`config.mk`:
```
export PLATFORM = sky130hd
export DESIGN_NAME = sensor_ascii_framer
export DESIGN_NICKNAME = d
export VERILOG_FILES = /design/src/rtl/sensor_ascii_framer.sv
export SDC_FILE = /design/constraint.sdc
export NUM_CORES = 1
export LEC_CHECK = 0
export ABC_AREA = 1
export ABC_CLOCK_PERIOD_IN_PS = 2500
export BUFFER_PORTS_ARGS = -buffer_cell sky130_fd_sc_hd__buf_2
export CELL_PAD_IN_SITES_DETAIL_PLACEMENT = 0
export CELL_PAD_IN_SITES_GLOBAL_PLACEMENT = 1
export CORE_ASPECT_RATIO = 0.5
export CORE_UTILIZATION = 45
export CTS_BUF_LIST = sky130_fd_sc_hd__clkbuf_4
export CTS_CLUSTER_SIZE = 28
export DETAILED_ROUTE_END_ITERATION = 10
export GPL_TIMING_DRIVEN = 0
export PLACE_DENSITY_LB_ADDON = 0.1
export SLEW_MARGIN = 20
export SYNTH_ARGS = -nofsm -noshare
export SYNTH_HDL_FRONTEND = slang
export SYNTH_SLANG_ARGS = --single-unit
```
`constraint.sdc`:
```
create_clock -name clk -period 2.5 [get_ports clk]
set_clock_uncertainty 0.05 [all_clocks]
set_input_delay 0.125 -clock clk [delete_from_list [all_inputs] [get_ports clk]]
set_output_delay 0.125 -clock clk [all_outputs]
set_load 0.02 [all_outputs]
```
`src/rtl/sensor_ascii_framer.sv`:
```
// Converts a tagged 16-bit sensor reading to fixed-width ASCII decimal with a
// serial double-dabble engine and streams the text frame over valid/ready.
module sensor_ascii_framer #(
    parameter logic [7:0] HUM_TAG  = 8'h48,
    parameter logic [7:0] TEMP_TAG = 8'h54,
    parameter logic [7:0] DIST_TAG = 8'h44,
    parameter logic [7:0] SEP_CHAR = 8'h20,
    parameter bit         EOL_CRLF = 1'b1
) (
    input  logic        clk,
    input  logic        rst,
    input  logic        meas_valid,
    input  logic        meas_src,
    input  logic [15:0] meas_data,
    output logic        busy,
    output logic [7:0]  tx_data,
    output logic        tx_valid,
    input  logic        tx_ready,
    output logic        frame_done,
    output logic        err_drop
);

    // state    | meaning
    // IDLE     | waiting for a measurement
    // CONV     | 16-cycle binary to BCD conversion
    // EMIT_TAG | presenting the field tag byte
    // EMIT_DIG | presenting decimal digits, MSD first
    // EMIT_SEP | presenting the separator between DHT11 fields
    // EMIT_EOL | presenting CR/LF
    typedef enum logic [2:0] {IDLE, CONV, EMIT_TAG, EMIT_DIG, EMIT_SEP, EMIT_EOL} state_t;

    state_t      state_q, state_d;
    logic        src_q, src_d;
    logic [7:0]  temp_q, temp_d;
    logic        field_q, field_d;
    logic [15:0] bin_q, bin_d;
    logic [19:0] bcd_q, bcd_d;
    logic [3:0]  cnt_q, cnt_d;
    logic [2:0]  dig_q, dig_d;
    logic        eol_q, eol_d;
    logic [7:0]  tx_data_q, tx_data_d;
    logic        tx_valid_q, tx_valid_d;
    logic        err_drop_q, err_drop_d;

    logic [19:0] bcd_corr;
    logic [3:0]  digit;
    logic [7:0]  tag_byte;
    logic [7:0]  cur_byte;
    logic        last_eol;

    function automatic logic [19:0] add3(input logic [19:0] b);
        logic [19:0] r;
        r = b;
        for (int i = 0; i < 5; i++) begin
            if (r[i*4 +: 4] >= 4'd5) begin
                r[i*4 +: 4] = r[i*4 +: 4] + 4'd3;
            end
        end
        return r;
    endfunction

    assign bcd_corr = add3(bcd_q);
    assign tag_byte = src_q ? DIST_TAG : (field_q ? TEMP_TAG : HUM_TAG);
    assign last_eol = !EOL_CRLF || eol_q;

    always_comb begin
        case (dig_q)
            3'd0:    digit = bcd_q[3:0];
            3'd1:    digit = bcd_q[7:4];
            3'd2:    digit = bcd_q[11:8];
            3'd3:    digit = bcd_q[15:12];
            3'd4:    digit = bcd_q[19:16];
            default: digit = 4'd0;
        endcase
    end

    always_comb begin
        case (state_q)
            EMIT_TAG: cur_byte = tag_byte;
            EMIT_DIG: cur_byte = 8'h30 + {4'h0, digit};
            EMIT_SEP: cur_byte = SEP_CHAR;
            EMIT_EOL: cur_byte = (EOL_CRLF && !eol_q) ? 8'h0D : 8'h0A;
            default:  cur_byte = 8'h00;
        endcase
    end

    always_comb begin
        state_d    = state_q;
        src_d      = src_q;
        temp_d     = temp_q;
        field_d    = field_q;
        bin_d      = bin_q;
        bcd_d      = bcd_q;
        cnt_d      = cnt_q;
        dig_d      = dig_q;
        eol_d      = eol_q;
        tx_data_d  = tx_data_q;
        tx_valid_d = tx_valid_q;
        err_drop_d = meas_valid && (state_q != IDLE);
        frame_done = 1'b0;

        case (state_q)
            IDLE: begin
                if (meas_valid) begin
                    src_d   = meas_src;
                    temp_d  = meas_data[7:0];
                    field_d = 1'b0;
                    bin_d   = meas_src ? meas_data : {8'h00, meas_data[15:8]};
                    bcd_d   = 20'd0;
                    cnt_d   = 4'd15;
                    state_d = CONV;
                end
            end
            CONV: begin
                bcd_d = {bcd_corr[18:0], bin_q[15]};
                bin_d = {bin_q[14:0], 1'b0};
                cnt_d = cnt_q - 4'd1;
                if (cnt_q == 4'd0) begin
                    state_d = EMIT_TAG;
                end
            end
            default: begin
                // Each output byte is loaded once, then held until accepted.
                if (!tx_valid_q) begin
                    tx_valid_d = 1'b1;
                    tx_data_d  = cur_byte;
                end else if (tx_ready) begin
                    tx_valid_d = 1'b0;
                    case (state_q)
                        EMIT_TAG: begin
                            state_d = EMIT_DIG;
                            dig_d   = src_q ? 3'd4 : 3'd2;
                            eol_d   = 1'b0;
                        end
                        EMIT_DIG: begin
                            if (dig_q == 3'd0) begin
                                state_d = (!src_q && !field_q) ? EMIT_SEP : EMIT_EOL;
                            end else begin
                                dig_d = dig_q - 3'd1;
                            end
                        end
                        EMIT_SEP: begin
                            field_d = 1'b1;
                            bin_d   = {8'h00, temp_q};
                            bcd_d   = 20'd0;
                            cnt_d   = 4'd15;
                            state_d = CONV;
                        end
                        EMIT_EOL: begin
                            if (last_eol) begin
                                frame_done = 1'b1;
                                state_d    = IDLE;
                            end else begin
                                eol_d = 1'b1;
                            end
                        end
                        default: ;
                    endcase
                end
            end
        endcase
    end

    always_ff @(posedge clk or posedge rst) begin
        if (rst) begin
            state_q    <= IDLE;
            src_q      <= 1'b0;
            temp_q     <= 8'h00;
            field_q    <= 1'b0;
            bin_q      <= 16'h0000;
            bcd_q      <= 20'h00000;
            cnt_q      <= 4'd0;
            dig_q      <= 3'd0;
            eol_q      <= 1'b0;
            tx_data_q  <= 8'h00;
            tx_valid_q <= 1'b0;
            err_drop_q <= 1'b0;
        end else begin
            state_q    <= state_d;
            src_q      <= src_d;
            temp_q     <= temp_d;
            field_q    <= field_d;
            bin_q      <= bin_d;
            bcd_q      <= bcd_d;
            cnt_q      <= cnt_d;
            dig_q      <= dig_d;
            eol_q      <= eol_d;
            tx_data_q  <= tx_data_d;
            tx_valid_q <= tx_valid_d;
            err_drop_q <= err_drop_d;
        end
    end

    assign busy     = (state_q != IDLE);
    assign tx_data  = tx_data_q;
    assign tx_valid = tx_valid_q;
    assign err_drop = err_drop_q;

endmodule

```
# ---- After elaboration in Yosys (flattened, before gate mapping)
# Cells that the tools add are included.
# Widths: inputs -> output; s select.
dict set report word_totals {
  register_bits 67
  in_bits 21
  out_inout_bits 12
}
dict set report op_classes {
  addsub 8
  n_lt_le_gt_ge 5
  n_eq_ne 14
  n_mux 51
  bitwise 3
  reduce_logical 25
}
# cell count
set ops {}
lappend ops {{$mux 16} 5}
lappend ops {{$mux 20} 4}
lappend ops {{$pmux 20 s2} 1}
lappend ops {{$mux 4} 8}
lappend ops {{$pmux 16 s2} 1}
lappend ops {{$mux 3} 10}
lappend ops {{$pmux 7 s4} 1}
lappend ops {{$ge 4x3->1 const B} 5}
lappend ops {{$pmux 4 s5} 1}
lappend ops {{$add 4x2->4 const B} 4}
lappend ops {{$eq 3x2->1 const B} 4}
lappend ops {{$mux 1} 12}
lappend ops {{$pmux 3 s2} 2}
lappend ops {{$pmux 3 s4} 1}
lappend ops {{$reduce_bool 3->1} 4}
lappend ops {{$mux 5} 2}
lappend ops {{$reduce_and 5->1} 2}
lappend ops {{$reduce_bool 2->1} 5}
lappend ops {{$eq 3x3->1 const B} 3}
lappend ops {{$pmux 4 s2} 1}
lappend ops {{$reduce_and 4->1} 2}
lappend ops {{$add 6x4->7 const A} 1}
lappend ops {{$reduce_and 7->1} 1}
lappend ops {{$eq 3x1->1 const B} 2}
lappend ops {{15 further kinds} 24}

# ---- Longest topological paths before layout
dict set report depth {
  depth_word 8
  mapped_depth 10
  ltp_nobuf 9
}

# ---- Least setup slack after synthesis
# OpenSTA, ideal clock, no wires.
dict set report synth_timing {
  path_kind {register -> register}
  from {register state_q[1]}
  to {register bcd_q[16]}
  setup_ns 0.066
  arrival_time_ns 1.413
  required_ns 2.384
  slack_ns 0.971
  path_stages_with_launch 11
  n_path_buf 1
  period_less_slack_ns 1.529
  cell_sequence {dfrtp_1 > nor2_2 > nand2_4 > inv_4 > nand2_1 > nand2_2 > inv_2 > nand2_4 > buf_6 > nand2_1 > nand2_1}
}
dict set report synth_via {
  elab_chain_len 3
  word_cells_on_any_way 9
  classes_between {3 x eq/ne; 1 x mux; 5 x reduce/logical}
}
# element line
set synth_lines {}
lappend synth_lines {{from (decl)} 32} ;# state_t state_q, state_d;
lappend synth_lines {{from (signal assigned)} 179} ;# state_q <= state_d;
lappend synth_lines {{$eq 3x1->1 (tied with other cells)} 102} ;# case (state_q)
lappend synth_lines {{$reduce_bool 3->1 (no line) or $ne 2x2->1 (tied branches)} n/a}
lappend synth_lines {{$reduce_and 4->1 (no line)} n/a}
lappend synth_lines {{to (signal assigned)} 171} ;# bcd_q <= 20'h00000;
lappend synth_lines {{to (signal assigned)} 184} ;# bcd_q <= bcd_d;
lappend synth_lines {{to (decl)} 37} ;# logic [19:0] bcd_q, bcd_d;
# Parallel ways exist; a longest one is shown, timed or not.
# A chain may end at the register's enable or synchronous reset.

# ---- Final worst setup path
dict set report layout_timing {
  from {register state_q[1]}
  to {output port frame_done}
}
dict set report layout_via {
  elab_chain_len 5
  word_cells_on_any_way 8
  classes_between {2 x eq/ne; 4 x mux; 2 x reduce/logical}
}
# element line
set layout_lines {}
lappend layout_lines {{$eq 3x3->1} 129} ;# case (state_q)
lappend layout_lines {{$mux 1} 129}
lappend layout_lines {{$mux 1} 127} ;# end else if (tx_ready) begin
lappend layout_lines {{$mux 1} 124} ;# if (!tx_valid_q) begin
lappend layout_lines {{$mux 1 *} 102}
lappend layout_lines {{to (decl)} 19} ;# output logic frame_done,
# Every way passes the cells marked *; elsewhere a longest branch is shown, timed or not.

==> qor.yml <==
die_height_um: 67.4
yosys.area.top_type: "dfrtp_1"
synth_edf_count: 0
n_fill_cell: 807
hold_class: "input pin to flop"
via_per_inst: 4.91
path_max_fanout: 6
postCtsSetupBuffers: 0
drc: 0
gr-usage-met1: 0.309
cts_tree: "yes"
endpoint_kind: "primary output"
diodes: 0
grt_pass1_wl_mm: 15.4
synth_fp_nets: 564
routed_wl_mm: 9.31
layout-drive-gt1-share: 0.133
status: "finished, final reports clean"
drtIter0Drc: 206
cts-root-buf: "clkbuf_4"
maxCapViolCount: 0
seqPwrFrac: 0.343
startpoint_type: "flop"
gp_congestion: 0.803
cts_resized: 0
grt_use_met3: 0.0593
tightest_slew_ns: 0.548
fin_util: 0.546
fin_crit_sh: 0.767
synthSimpleGateAreaFrac: 0.310
maxSlewHeadroom: 0.635
fp-row-count: 23
synthToLayoutAreaGrowth_pct: 15.6
grt_busiest_layer: "met2"
crit_path_top_delay_cell: "dfrtp_1"
dpl.hpwl_mm: 6.68
detail_route.wl_per_cell_um: 13.2
portBuffers: 30
final_nets: 624
routed-via-count: 3460
crit_buf_inv: 3
slowest_delay_ns: 0.48
clock_latency_ns: 0.43
p_int_w: 0.00274
netlist_instances: 527
hold_violations: 0
p_clk_frac: 0.111
dieWidth_um: 133
clockBufferDepth: 2
cts_inserted_buffers: 9
htree_num_levels: 3
post-place-cells: 670
syn_avg_cell_area_um2: 7.30
muxShareOfSynthArea: 0
grt_use_met2: 0.368
synth-xor-area-share: 0.00683
power.density_nw_per_um2: 1220
cp_cell_sequence: "inv_1 > nand2_1 > nor2_1 > inv_1 > nor3_1 > buf_2"
netlist_area_um2: 3850
setup_viol: 0
synth_top_family_by_area: "simple AND/OR/NAND/NOR gates"
combinationalPowerShare: 0.547
period_needed_ns: 1.92
crit_path_frequent_cell: "inv_1"
ir_drop_mv: 0.419
first_pass_iters: 5
clkSinkCount: 66
grt.total_usage: 0.229
async_flop_share: 1.00
fmax_ghz: 0.521
yosys-top-cells-area: "dfrtp_1 (43%), nand2_1 (20%), o21ai_0 (6.8%)"
overflow: 0
io_pins: 33
rsz0062_at_grt: "false"
netlist.area_leader.share: 0.429
swShare: 0.494
synth-seq-cells: 66
report.final.slew_viol_count: 0
synth_cell_type_count: 34
ys_warn_count: 0
seq_area_frac_synth: 0.429
cpLargestDelayFamily: "flip-flops"
final_cells: 704
worstPathArrival_ns: 1.74
p_sw_w: 0.00268
antenna_found_initial: 0
synth-main-ff-cell: "dfrtp_1"
ant_nets: 0
core_area_um2: 8140
clk_pin_slew_ns: 0.10
crit_type: "flop to primary output"
power_leakage_nw: 2.35
design.die.area_um2: 8950
grt_max_degree: 37
cp.required_ns: 2.33
grt_pass1_vias: 3213
yosys.area_share.adder: 0.0520
synth_compound_area_frac: 0.113
initial_utilization: 0.473
## kinds of logic (layout without fill, tap and decap cells)
| family | count (synthesis) | after routing |
|---|---|---|
| other | 1 | 1 |
| AO/OA/AOI/OAI | 81 | 81 |
| buffers and inverters | 79 | 144 |
| flip-flops | 66 | 66 |
| XOR/XNOR | 3 | 3 |
| AND/OR/NAND/NOR | 281 | 281 |
| adder cells (fa/ha/maj) | 16 | 16 |
## Yosys cell counts, types with 2 or more instances
cell	number
nand2_1	200
dfrtp_1	66
inv_1	59
o21ai_0	52
nand3_1	39
nor2_1	18
ha_1	16
o21ai_1	9
a21oi_1	6
buf_2	6
nand4_1	6
o211ai_1	6
buf_4	4
or2_2	4
a21boi_0	3
clkbuf_1	3
inv_2	3
nor2_2	3
nor2_4	3
a31oi_1	2
buf_6	2
nand2_2	2
nand2_4	2
nor3_1	2
xor2_1	2
## worst paths after layout
path	startpoint	endpoint	slack, ns	cells past startpoint
setup / recovery	state_q[1]$_DFFE_PP0P_	frame_done	0.58	6
hold / removal	tx_ready	eol_q$_DFFE_PP0P_	0.09	3
setup reg to reg	state_q[1]$_DFFE_PP0P_	bcd_q[11]$_DFFE_PP0P_	0.59	6
hold reg to reg	bin_q[1]$_DFFE_PP0P_	bin_q[1]$_DFFE_PP0P_	0.43	2
max in group asynchronous	rst	tx_data[4]$_DFFE_PP0P_	1.68	4
min in group asynchronous	rst	bcd_q[11]$_DFFE_PP0P_	0.19	3
## worst min-delay path, cell delays in order
cell and delay [ns]:
buf_2 0.09, nand2_1 0.18, o21ai_0 0.13
## flip-flops by register name, indices dropped and copies added (netlist names)
register	flops
field_q	1
state_q	3
tx_valid	1
eol_q	1
cnt_q	4
src_q	1
bcd_q	20
temp_q	8
bin_q	16
tx_data	7
dig_q	3
err_drop	1
## layout by cell type (no fill, tap or decap), drive strengths merged
master | Yosys | layout
ha | 16 | 16
nor2 | 24 | 24
a31oi | 2 | 2
nand2 | 204 | 204
a21oi | 6 | 6
clkbuf | 3 | 13
o21ai | 61 | 61
o211ai | 6 | 6
clkinvlp | 0 | 2
or2 | 4 | 4
nor3 | 3 | 3
a21boi | 3 | 3
o22ai | 1 | 1
clkinv | 1 | 5
nand4 | 6 | 6
dfrtp | 66 | 66
nand3 | 40 | 40
dlygate4sd3 | 0 | 18
conb | 1 | 1
xnor2 | 1 | 1
inv | 63 | 63
xor2 | 2 | 2
o21bai | 1 | 1
o21a | 1 | 1
buf | 12 | 43
## repair_timing
item	CTS	global route
setup endpoints to repair	0	0
hold buffers	18	0
endpoints found under the hold margin	68	0
## power groups by stage
stage | Combinational [W] | Sequential (W) | Clock, W
floorplan | 0.00217 | 0.00186 | 0
global placement | 0.00292 | 0.00186 | 0
detailed placement | 0.00296 | 0.00187 | 0
CTS | 0.00299 | 0.00185 | 0.000631
global route | 0.00342 | 0.00192 | 0.000667
finish | 0.00296 | 0.00186 | 0.000599
## area by class of cell
type / count / area, µm² / share of cell area
multi-input cells: 382 / 1860 / 0.418
flip-flops and latches: 66 / 1650 / 0.371
repair buffers: 49 / 350 / 0.0787
inverters: 64 / 245 / 0.0551
well taps: 112 / 140 / 0.0315
plain buffers: 15 / 93.8 / 0.0211
clock buffers: 10 / 75.1 / 0.0169
clock inverters: 6 / 33.8 / 0.00759
## layer usage
metal | share of wire | vias to the layer above
met1 | 0.52 | 1604
met3 | 0.032 | 7
met4 | 0.0090 | 0
met5 | 0 | -
met2 | 0.44 | 54
li1 | - | 1795
## through the flow
stage	setup TNS, ns	worst slack [ns]	hold slack, ns	instance area, µm²	power, W
2_1_floorplan	0	0.670	0.192	3850	0.00403
3_3_place_gp	-20.93	-0.319	0.292	4140	0.00479
3_5_place_dp	0	0.596	0.115	4160	0.00483
4_1_cts	0	0.568	0.0530	4450	0.00547
5_1_grt	0	0.387	0.0973	4450	0.00600
6_report	0	0.582	0.0926	4450	0.00542
(Power assumes the default switching activity.)
